`src/rtl/vga_timing_drv.sv`:
```
// ============================================================================
// Module   : vga_timing_drv
// Purpose  : 800x600@72 raster timing generator and registered pixel sink.
//            Optional colour-bar source enabled by VGA_TEST_PATTERN_EN.
// Revision : 1.0 - initial release
// ============================================================================
`default_nettype none

module vga_timing_drv #(
    parameter int H_ACTIVE = 800,
    parameter int H_FP     = 56,
    parameter int H_SYNC   = 120,
    parameter int H_BP     = 64,
    parameter int V_ACTIVE = 600,
    parameter int V_FP     = 37,
    parameter int V_SYNC   = 6,
    parameter int V_BP     = 23,
    parameter bit SYNC_POL = 1'b1
) (
    input  logic        clk,
    input  logic        rst_n,
    input  logic [23:0] vga_data,
    input  logic        pattern_sel,
    output logic [9:0]  vga_xide,
    output logic [9:0]  vga_yide,
    output logic        vga_hs,
    output logic        vga_vs,
    output logic        vga_de,
    output logic [23:0] vga_rgb,
    output logic        frame_start
);

    localparam logic [10:0] c_h_act  = 11'(H_ACTIVE);
    localparam logic [10:0] c_hs_beg = 11'(H_ACTIVE + H_FP);
    localparam logic [10:0] c_hs_end = 11'(H_ACTIVE + H_FP + H_SYNC);
    localparam logic [10:0] c_h_last = 11'(H_ACTIVE + H_FP + H_SYNC + H_BP - 1);
    localparam logic [9:0]  c_v_act  = 10'(V_ACTIVE);
    localparam logic [9:0]  c_vs_beg = 10'(V_ACTIVE + V_FP);
    localparam logic [9:0]  c_vs_end = 10'(V_ACTIVE + V_FP + V_SYNC);
    localparam logic [9:0]  c_v_last = 10'(V_ACTIVE + V_FP + V_SYNC + V_BP - 1);

    logic [10:0] r_h_cnt;
    logic [9:0]  r_v_cnt;
    logic        w_act;
    logic        w_hsync;
    logic        w_vsync;
    logic [23:0] w_pix;

    always_ff @(posedge clk) begin
        if (!rst_n) begin
            r_h_cnt <= '0;
            r_v_cnt <= '0;
        end else if (r_h_cnt == c_h_last) begin
            r_h_cnt <= '0;
            r_v_cnt <= (r_v_cnt == c_v_last) ? '0 : r_v_cnt + 10'd1;
        end else begin
            r_h_cnt <= r_h_cnt + 11'd1;
        end
    end

    assign w_act    = (r_h_cnt < c_h_act) && (r_v_cnt < c_v_act);
    assign w_hsync  = (r_h_cnt >= c_hs_beg) && (r_h_cnt < c_hs_end);
    assign w_vsync  = (r_v_cnt >= c_vs_beg) && (r_v_cnt < c_vs_end);
    assign vga_xide = w_act ? r_h_cnt[9:0] : '0;
    assign vga_yide = w_act ? r_v_cnt : '0;

`ifdef VGA_TEST_PATTERN_EN
    logic [23:0] w_bar;

    // Bar index is x/100, resolved as a compare ladder rather than a divider.
    always_comb begin
        w_bar = 24'h000000;
        if      (vga_xide < 10'd100) w_bar = 24'hFFFFFF;
        else if (vga_xide < 10'd200) w_bar = 24'h00FFFF;
        else if (vga_xide < 10'd300) w_bar = 24'hFFFF00;
        else if (vga_xide < 10'd400) w_bar = 24'h00FF00;
        else if (vga_xide < 10'd500) w_bar = 24'hFF00FF;
        else if (vga_xide < 10'd600) w_bar = 24'h0000FF;
        else if (vga_xide < 10'd700) w_bar = 24'hFF0000;
        else                         w_bar = 24'h000000;
    end

    assign w_pix = pattern_sel ? w_bar : vga_data;
`else
    logic w_unused;

    assign w_unused = pattern_sel;
    assign w_pix    = vga_data;
`endif

    // Single output stage keeps rgb, de, syncs and frame_start aligned.
    always_ff @(posedge clk) begin
        if (!rst_n) begin
            vga_de      <= 1'b0;
            vga_rgb     <= '0;
            vga_hs      <= ~SYNC_POL;
            vga_vs      <= ~SYNC_POL;
            frame_start <= 1'b0;
        end else begin
            vga_de      <= w_act;
            vga_rgb     <= w_act ? w_pix : '0;
            vga_hs      <= w_hsync ? SYNC_POL : ~SYNC_POL;
            vga_vs      <= w_vsync ? SYNC_POL : ~SYNC_POL;
            frame_start <= (r_h_cnt == '0) && (r_v_cnt == '0);
        end
    end

endmodule

`default_nettype wire
```
`config.mk`:
```
export PLATFORM = sky130hd
export DESIGN_NAME = vga_timing_drv
export DESIGN_NICKNAME = d
export VERILOG_FILES = /design/src/rtl/vga_timing_drv.sv
export SDC_FILE = /design/constraint.sdc
export NUM_CORES = 1
export LEC_CHECK = 0
export CORE_UTILIZATION = 37
export CTS_BUF_LIST = sky130_fd_sc_hd__clkbuf_8
export CTS_CLUSTER_DIAMETER = 50
export DETAILED_ROUTE_END_ITERATION = 10
export GPL_TIMING_DRIVEN = 0
export PLACE_DENSITY = 0.72
export SETUP_SLACK_MARGIN = 0.1
export SYNTH_ARGS = -nofsm -noshare
export SYNTH_HDL_FRONTEND = slang
export SYNTH_SLANG_ARGS = --single-unit
```
`constraint.sdc`:
```
create_clock -name clk -period 2.6 [get_ports clk]
set_clock_uncertainty 0.15 [all_clocks]
set_input_delay 0.26 -clock clk [delete_from_list [all_inputs] [get_ports clk]]
set_output_delay 0.26 -clock clk [all_outputs]
set_load 0.01 [all_outputs]
```
After elaboration in Yosys (flattened, before gate mapping). Index checks and enable logic that the tools add are counted.

Flip-flop bits (word level): 49. Output and inout port bits: 48. Word-level logic and storage cells: 31. Bits of input ports: 27.

Mux-type cells: 5. Reduce and logical (&&, ||, !) cells: 8. $lt $le $gt $ge: 6. Bitwise operators: 1. Add/subtract/negate cells: 2. Equality and inequality tests: 2.

Operators with widths (number): two-way mux 10 bit (3); < comparator 11 x 10 -> 1 bit, second input constant (2); < comparator 10 bit, second input constant (2); adder 11 x 1 -> 11 bit, second input constant (1); == test 11 bit, second input constant (1); >= comparator 11 x 10 -> 1 bit, second input constant (1); logical NOT 11 bit (1); adder 10 x 1 -> 10 bit, second input constant (1); == test 10 bit, second input constant (1); >= comparator 10 bit, second input constant (1); logical NOT 10 bit (1); logical AND 1 bit (4); two-way mux 1 bit (2); AND reduction 2 bit (1); OR reduction 2 bit (1); NOT 1 bit (1).

Logic depth before layout (Yosys ltp). Gate-level depths: netlist of run 1.

Depth in word-level cells: 3. Depth in mapped cells: 6. Gate-level depth less buffers: 6.

Worst setup path after synthesis of run 1. Ideal clock, no wire load.

Path kind: register to register. Start point: reg r_v_cnt[2]. End point: reg r_v_cnt[1]. Library setup time: 133 ps. Cell stages (with the launch flop): 6. Buffers on the path: 1. Arrival: 1659 ps. Setup slack: 658 ps. Clock period less this slack: 1942 ps. Required time: 2317 ps. Cells stage by stage: dfxtp_1 > buf_6 > or3_4 > or4b_4 > o31ai_4 > a211oi_1.

Longest elaborated chain between the ends: 2.

Ends and longest elaborated chain: from (decl) (RTL line 43) `logic [9:0] r_v_cnt;`; from (signal assigned) (RTL line 55) `r_v_cnt <= (r_v_cnt == c_v_last) ? '0 : r_v_cnt + 10'd1;`; == test 10 bit (RTL line 55); two-way mux 10 bit (RTL line 55).

No other way between the ends. A chain may end at the register's enable or synchronous reset.

Worst setup path in the final report of run 1.
Start point: reg r_h_cnt[6]. End point: out vga_yide[9].

Longest elaborated chain between the ends: 3.

Ends and longest elaborated chain: from (decl) (RTL line 42) `logic [10:0] r_h_cnt;`; from (signal assigned) (RTL line 57) `r_h_cnt <= r_h_cnt + 11'd1;`; < comparator 11 x 10 -> 1 bit (RTL line 61) `assign w_act = (r_h_cnt < c_h_act) && (r_v_cnt < c_v_act);`; logical AND 1 bit (RTL line 61); two-way mux 10 bit (RTL line 65) `assign vga_yide = w_act ? r_v_cnt : '0;`; to (decl) (RTL line 25) `output logic [9:0] vga_yide,`.

No other way between the ends.

==> impl_metrics.ini, run 1 <==
[detailed_routing]
wirelength_mm = 5.09
viasPerCell = 4.88
wl_per_cell_um = 13.0
ant_nets = 0
vias = 1912
firstDrtPassIters = 4
drt_first_iter_violations = 110
drcViolationCount = 0

[grt]
grt_max_degree = 17
first_global_vias = 1663
grt_pass1_wl_mm = 8.32
antenna_found_initial = 0
grt_usage = 0.172
gr-total-overflow = 0

[pwr]
powerDensity_mw_per_mm2 = 447
power_leakage_nw = 1.33
p_sw_frac = 0.236
p_comb_frac = 0.107
netSwitchingPower_mw = 0.328
ir_drop_v = 0.000304
seq_power_share = 0.565
internal-power_mw = 1.06
total_power_mw = 1.39
clkPwrFrac = 0.328

[placed_design]
portBuffers = 73
dp_slack_ns = 0.0824
dp_hpwl_mm = 3.57
place_congestion = 0.862

[synth]
synth_top_area_share = 0.456
synth_top_cell_by_area = dfxtp_1
ys_seq_area_frac = 0.456
netlist_instances = 235
synth_area_mm2 = 0.00215
yosys_warnings = 0
syn_nets = 268
netlist_top_cells_area = dfxtp_1 (46%), and3_1 (7.9%), and2_1 (6.1%)
ys_types = 40
avgSynthCellArea_um2 = 9.15
ys_async_sr_fraction = 0
yosysMostFrequentCell = dfxtp_1
ys_ff_latch = 49
synth-main-ff-cell = dfxtp_1
netlist_top_cells_count = dfxtp_1 (49), and3_1 (27), and2_1 (21), nor2_1 (17), clkbuf_1 (11)
synth_edf_count = 0

[finish]
multi_input_area_mm2 = 0.00107
num-nets-final = 352
utilization = 0.561
regArea_um2 = 981
nFillCells = 521
area_growth_pct = 44.6
drive_gt1_frac = 0.113
diodes = 0

[cts]
numCtsBuffers = 5
clock_path_buffers = 2
cts_hold_buf = 0
cts_tree = yes
htree_num_levels = 2
cts_root_buf = clkbuf_8
clk_latency_ns = 0.30
numClockSinks = 49
clkTransAtPathRegs_ns = 0.09

[min_path]
hold_depth = 1
min_to = r_h_cnt[0]$_SDFF_PP0_
hold_start = r_h_cnt[0]$_SDFF_PP0_
min_path_type = flip-flop to flip-flop

[worst_setup_path]
criticalPathCategory = flip-flop to primary output
r2r_end = r_v_cnt[5]$_SDFFE_PN0N_
start_kind = flip-flop
cp_slowest_cell = dfxtp_1
worstPathRequired_ns = 2.19
cp.arrival_ns = 1.98
critPathMaxStageDelay_ns = 0.30
reg2reg_from = r_h_cnt[0]$_SDFF_PP0_
worstPathCellList = buf_2 > nor3_4 > nor2_1 > a211oi_2 > buf_4 > clkbuf_4 > and2_1 > clkdlybuf4s15_1
rr_worst_depth = 5
cp-end-kind = primary output
critical_path_peak_fanout = 9
worst-r2r-setup-slack_ns = 0.40

[timing]
min_period_over_period = 0.918
setup_slack_ns = 0.212
finalSetupViolCount = 0
worst_pin_slew_ns = 0.519
finalSetupTns_ns = 0
rsz0062_at_grt = true
fmax_mhz = 419
slew_headroom = 0.654
finalMaxSlewViolations = 0
period_minus_slack_ns = 2.39
finalHoldViolCount = 0

[floorplan]
initial_core_util = 0.388
num_rows = 27
die-area_mm2 = 0.00612
io_pins = 75
die_h_um = 78.2
die_w_um = 78.2
coreArea_mm2 = 0.00554

[job]
maxCapViolations = 0

[outcome]
status = complete, no violations
-- timing repair --
| item | 4_1_cts | 5_1_grt |
|---|---|---|
| gates cloned | 2 | 0 |
| setup buffers | 2 | 1 |
| endpoints found under the setup margin | 20 | 20 |
| pin swaps | 1 | 2 |
| gates resized for setup | 30 | 10 |
-- power by group through the flow --
stage / registers [mW] / logic [mW] / clock network (mW)
6_report: 0.786 / 0.149 / 0.456
5_1_grt: 0.790 / 0.160 / 0.508
4_1_cts: 0.786 / 0.150 / 0.471
3_5_place_dp: 0.804 / 0.152 / 0
3_3_place_gp: 0.802 / 0.150 / 0
2_1_floorplan: 0.815 / 0.0416 / 0
-- sequential cells by signal, summed over array words and instances (netlist names) --
register / cells
vga_de: 1
r_v_cnt: 10
vga_hs: 1
vga_rgb: 24
r_h_cnt: 11
vga_vs: 1
frame_start: 1
-- worst max-delay path: cells and delay by family (launching register included) --
kind	cells	cell delay, ns
AO/OA/AOI/OAI	1	0.18
flip-flops	1	0.30
AND/OR/NAND/NOR	3	0.48
buffers and inverters	4	0.73
-- metal layers --
layer	global-route usage	routed length, µm	up-vias
met1	0.240	2360	880
li1	-	-	972
met2	0.262	2410	50
met3	0.0337	223	10
met4	0.0611	100	0
met5	0	0	-
-- worst max-delay path by stage --
| stage | startpoint | endpoint | cells after the start |
|---|---|---|---|
| 3_3_place_gp | r_v_cnt[7]$_SDFFE_PN0N_ | vga_yide[9] | 7 |
| 2_1_floorplan | r_v_cnt[2]$_SDFFE_PN0N_ | r_v_cnt[1]$_SDFFE_PN0N_ | 5 |
| 4_1_cts | r_v_cnt[5]$_SDFFE_PN0N_ | vga_yide[9] | 8 |
| 5_1_grt | r_h_cnt[6]$_SDFF_PP0_ | vga_xide[5] | 8 |
| 6_report | r_h_cnt[6]$_SDFF_PP0_ | vga_yide[9] | 8 |
| 3_5_place_dp | r_v_cnt[7]$_SDFFE_PN0N_ | vga_yide[9] | 7 |
-- layout make-up --
| cell class | count | area share |
|---|---|---|
| Inverter | 8 | 0.00966 |
| Tap cell | 72 | 0.0290 |
| Clock inverter | 3 | 0.00684 |
| Sequential cell | 49 | 0.315 |
| Multi-Input combinational cell | 160 | 0.344 |
| Buffer | 17 | 0.0330 |
| Timing Repair Buffer | 78 | 0.240 |
| Clock buffer | 5 | 0.0221 |
-- through the flow --
step / area, µm² / cells / hold slack [ns]
after floorplan: 2150 / 235 / 0.256
after global routing: 3110 / 392 / 0.350
final: 3110 / 392 / 0.359
after global placement: 2970 / 380 / 0.317
after detailed placement: 2970 / 380 / 0.335
after CTS: 3090 / 392 / 0.354
-- kinds of logic (layout without fill, tap and decap cells) --
| logic type | Yosys count | in the layout | share of synthesized area |
|---|---|---|---|
| and+or+nand+nor | 119 | 119 | 0.332 |
| DFF | 49 | 49 | 0.456 |
| buffers and inverters | 26 | 111 | 0.0553 |
| AOI/OAI and AO/OA | 23 | 23 | 0.0727 |
| xor gates and xnor gates | 12 | 12 | 0.0489 |
| adders and majority gates | 6 | 6 | 0.0349 |
-- layout by cell type, fill, tap and decap left out, types with 3 or more instances in the layout --
master	count
nand2b_1	3
buf_2	7
clkdlybuf4s50_1	53
and2_1	21
a21oi_1	9
clkbuf_8	6
dlygate4sd2_1	15
dfxtp_1	49
and3_1	27
clkbuf_1	5
inv_1	8
buf_4	3
xor2_1	5
and4_1	3
nor2_1	16
nor4_1	4
ha_1	6
nand3_1	9
nand2_1	10
clkdlybuf4s15_1	5
xnor2_1	7
nand4_1	7
No activity file was read; power rests on OpenSTA's default activity.
==> run 2, diff against run 1 <==
--- a/config.mk
+++ b/config.mk
@@ -5,10 +5,12 @@
 export SDC_FILE = /design/constraint.sdc
 export NUM_CORES = 1
 export LEC_CHECK = 0
+export CORE_ASPECT_RATIO = 1.25
 export CORE_UTILIZATION = 37
 export CTS_BUF_LIST = sky130_fd_sc_hd__clkbuf_8
 export CTS_CLUSTER_DIAMETER = 50
 export DETAILED_ROUTE_END_ITERATION = 10
+export GPL_ROUTABILITY_DRIVEN = 0
 export GPL_TIMING_DRIVEN = 0
 export PLACE_DENSITY = 0.72
 export SETUP_SLACK_MARGIN = 0.1
==> impl_metrics.ini, run 2 (synthesis results as in run 1) <==
[outcome]
status = complete, no violations

[floorplan]
die_h_um = 87.2
num_rows = 30
die_w_um = 70.2
initial_core_util = 0.390
io_pins = 75
coreArea_mm2 = 0.00552
die-area_mm2 = 0.00612

[timing]
slew_headroom = 0.658
rsz0062_at_grt = true
finalSetupTns_ns = 0
finalHoldViolCount = 0
fmax_mhz = 414
period_minus_slack_ns = 2.41
holdWs_ns = 0.356
finalMaxSlewViolations = 0
min_period_over_period = 0.928
finalSetupViolCount = 0
worst_pin_slew_ns = 0.513

[worst_setup_path]
reg2reg_from = r_h_cnt[0]$_SDFF_PP0_
critPathMaxStageDelay_ns = 0.53
critPathTopFamily = buffers and inverters
critical_path_peak_fanout = 9
critPathBufInv = 3
start_kind = flip-flop
cp-end-kind = primary output
criticalPathCategory = flip-flop to primary output
r2r_end = r_v_cnt[5]$_SDFFE_PN0N_
worstPathRequired_ns = 2.19
cp.arrival_ns = 2.00
cp_slowest_cell = dfxtp_1
worstPathCellList = a21oi_2 > o21ai_1 > a211oi_2 > buf_4 > clkbuf_4 > and2_1 > dlygate4sd2_1
path_depth = 7
worst-r2r-setup-slack_ns = 0.40
rr_worst_depth = 5

[finish]
area_growth_pct = 42.5
largest_reg_flops = 24
reg_top3 = vga_rgb (24), r_h_cnt (11), r_v_cnt (10)
regArea_um2 = 981
fin_area_mm2 = 0.00306
multi_input_area_mm2 = 0.00107
diodes = 0
num-nets-final = 349
final_cell_mix = clkdlybuf4s50_1 (53), dfxtp_1 (49), and3_1 (27), and2_1 (21), nor2_1 (15)
utilization = 0.555
final_common_cell = clkdlybuf4s50_1
top_register = vga_rgb
drive_gt1_frac = 0.126
nFillCells = 510

[min_path]
hold_start = r_h_cnt[0]$_SDFF_PP0_
hold_depth = 1
min_to = r_h_cnt[0]$_SDFF_PP0_
min_path_type = flip-flop to flip-flop

[grt]
first_global_vias = 1701
grt_usage = 0.170
grt_pass1_wl_mm = 8.12
grt_max_degree = 16
antenna_found_initial = 0
gr-total-overflow = 0

[pwr]
power_leakage_nw = 1.26
ir_drop_v = 0.000273
powerDensity_mw_per_mm2 = 447
total_power_mw = 1.37

[cts]
clkTransAtPathRegs_ns = 0.09
numClockSinks = 49
numCtsBuffers = 5
clk_latency_ns = 0.30
cts_tree = yes
clock_path_buffers = 2
htree_num_levels = 2
cts_root_buf = clkbuf_8

[detailed_routing]
viasPerCell = 5.02
ant_nets = 0
wl_per_cell_um = 13.7
drcViolationCount = 0
vias = 1912
drt_first_iter_violations = 115
firstDrtPassIters = 4
wirelength_mm = 5.21

[placed_design]
dp_hpwl_mm = 3.83
portBuffers = 73
placed_area_mm2 = 0.00296

[job]
maxCapViolations = 0
## run 2: final cells by class
| type | count | area share |
|---|---|---|
| clock buffer | 5 | 0.0225 |
| timing repair buffer | 77 | 0.236 |
| buffer | 15 | 0.0302 |
| sequential | 49 | 0.320 |
| tap | 64 | 0.0261 |
| inverter | 8 | 0.00980 |
| clock inverter | 3 | 0.00612 |
| multi-input combinational | 160 | 0.350 |
## run 2: power breakdown
part	leakage, nW	internal [mW]	switching, mW
sequential	0.403	0.776	0.00918
clock	0.0416	0.186	0.250
combinational	0.814	0.0946	0.0550
## run 2: metrics by stage
step / setup slack (ns) / cells
global route: 0.0793 / 381
finish: 0.187 / 381
global placement: 0.0632 / 372
detailed placement: 0.0378 / 372
floorplan: 0.658 / 235
CTS: 0.171 / 382
## run 2: repair_timing
| item | 4_1_cts | 5_1_grt |
|---|---|---|
| gates cloned | 2 | 0 |
| endpoints found under the hold margin | 0 | 0 |
| endpoints found under the setup margin | 20 | 20 |
| gates resized for setup | 28 | 29 |
| hold buffers | 0 | 0 |
| pin swaps | 2 | 2 |
| buffers inserted | 2 | 0 |
## run 2: how the worst max path moves through the flow
stage / start / end / slack [ns]
4_1_cts: r_h_cnt[6]$_SDFF_PP0_ / vga_yide[9] / 0.17
2_1_floorplan: r_v_cnt[2]$_SDFFE_PN0N_ / r_v_cnt[1]$_SDFFE_PN0N_ / 0.66
5_1_grt: r_v_cnt[3]$_SDFFE_PN0N_ / vga_yide[2] / 0.08
3_3_place_gp: r_v_cnt[4]$_SDFFE_PN0N_ / vga_yide[3] / 0.06
3_5_place_dp: r_v_cnt[4]$_SDFFE_PN0N_ / vga_yide[5] / 0.04
6_report: r_v_cnt[3]$_SDFFE_PN0N_ / vga_yide[2] / 0.19
## run 2: routing by layer
layer,share of wire,vias up,routed length (µm),GRT usage
met1,0.42,894,2190,0.205
li1,-,970,-,-
met4,0.023,0,118,0.0709
met3,0.027,9,139,0.0324
met5,0,-,0,0
met2,0.53,39,2760,0.296
## run 2: worst reg2reg max path: stages, from the launching register on
cell     delay [ns]
dfxtp_1        0.42
ha_1           0.28
and4_1         0.24
nand3_1        0.32
or4_1          0.58
a21oi_1        0.14
==> run 3, diff against run 2 <==
--- a/config.mk
+++ b/config.mk
@@ -5,6 +5,7 @@
 export SDC_FILE = /design/constraint.sdc
 export NUM_CORES = 1
 export LEC_CHECK = 0
+export ABC_CLOCK_PERIOD_IN_PS = 2600
 export CORE_ASPECT_RATIO = 1.25
 export CORE_UTILIZATION = 37
 export CTS_BUF_LIST = sky130_fd_sc_hd__clkbuf_8
==> results of run 3 <==
No change in the layout: final DEF, timing and power equal those of run 2.
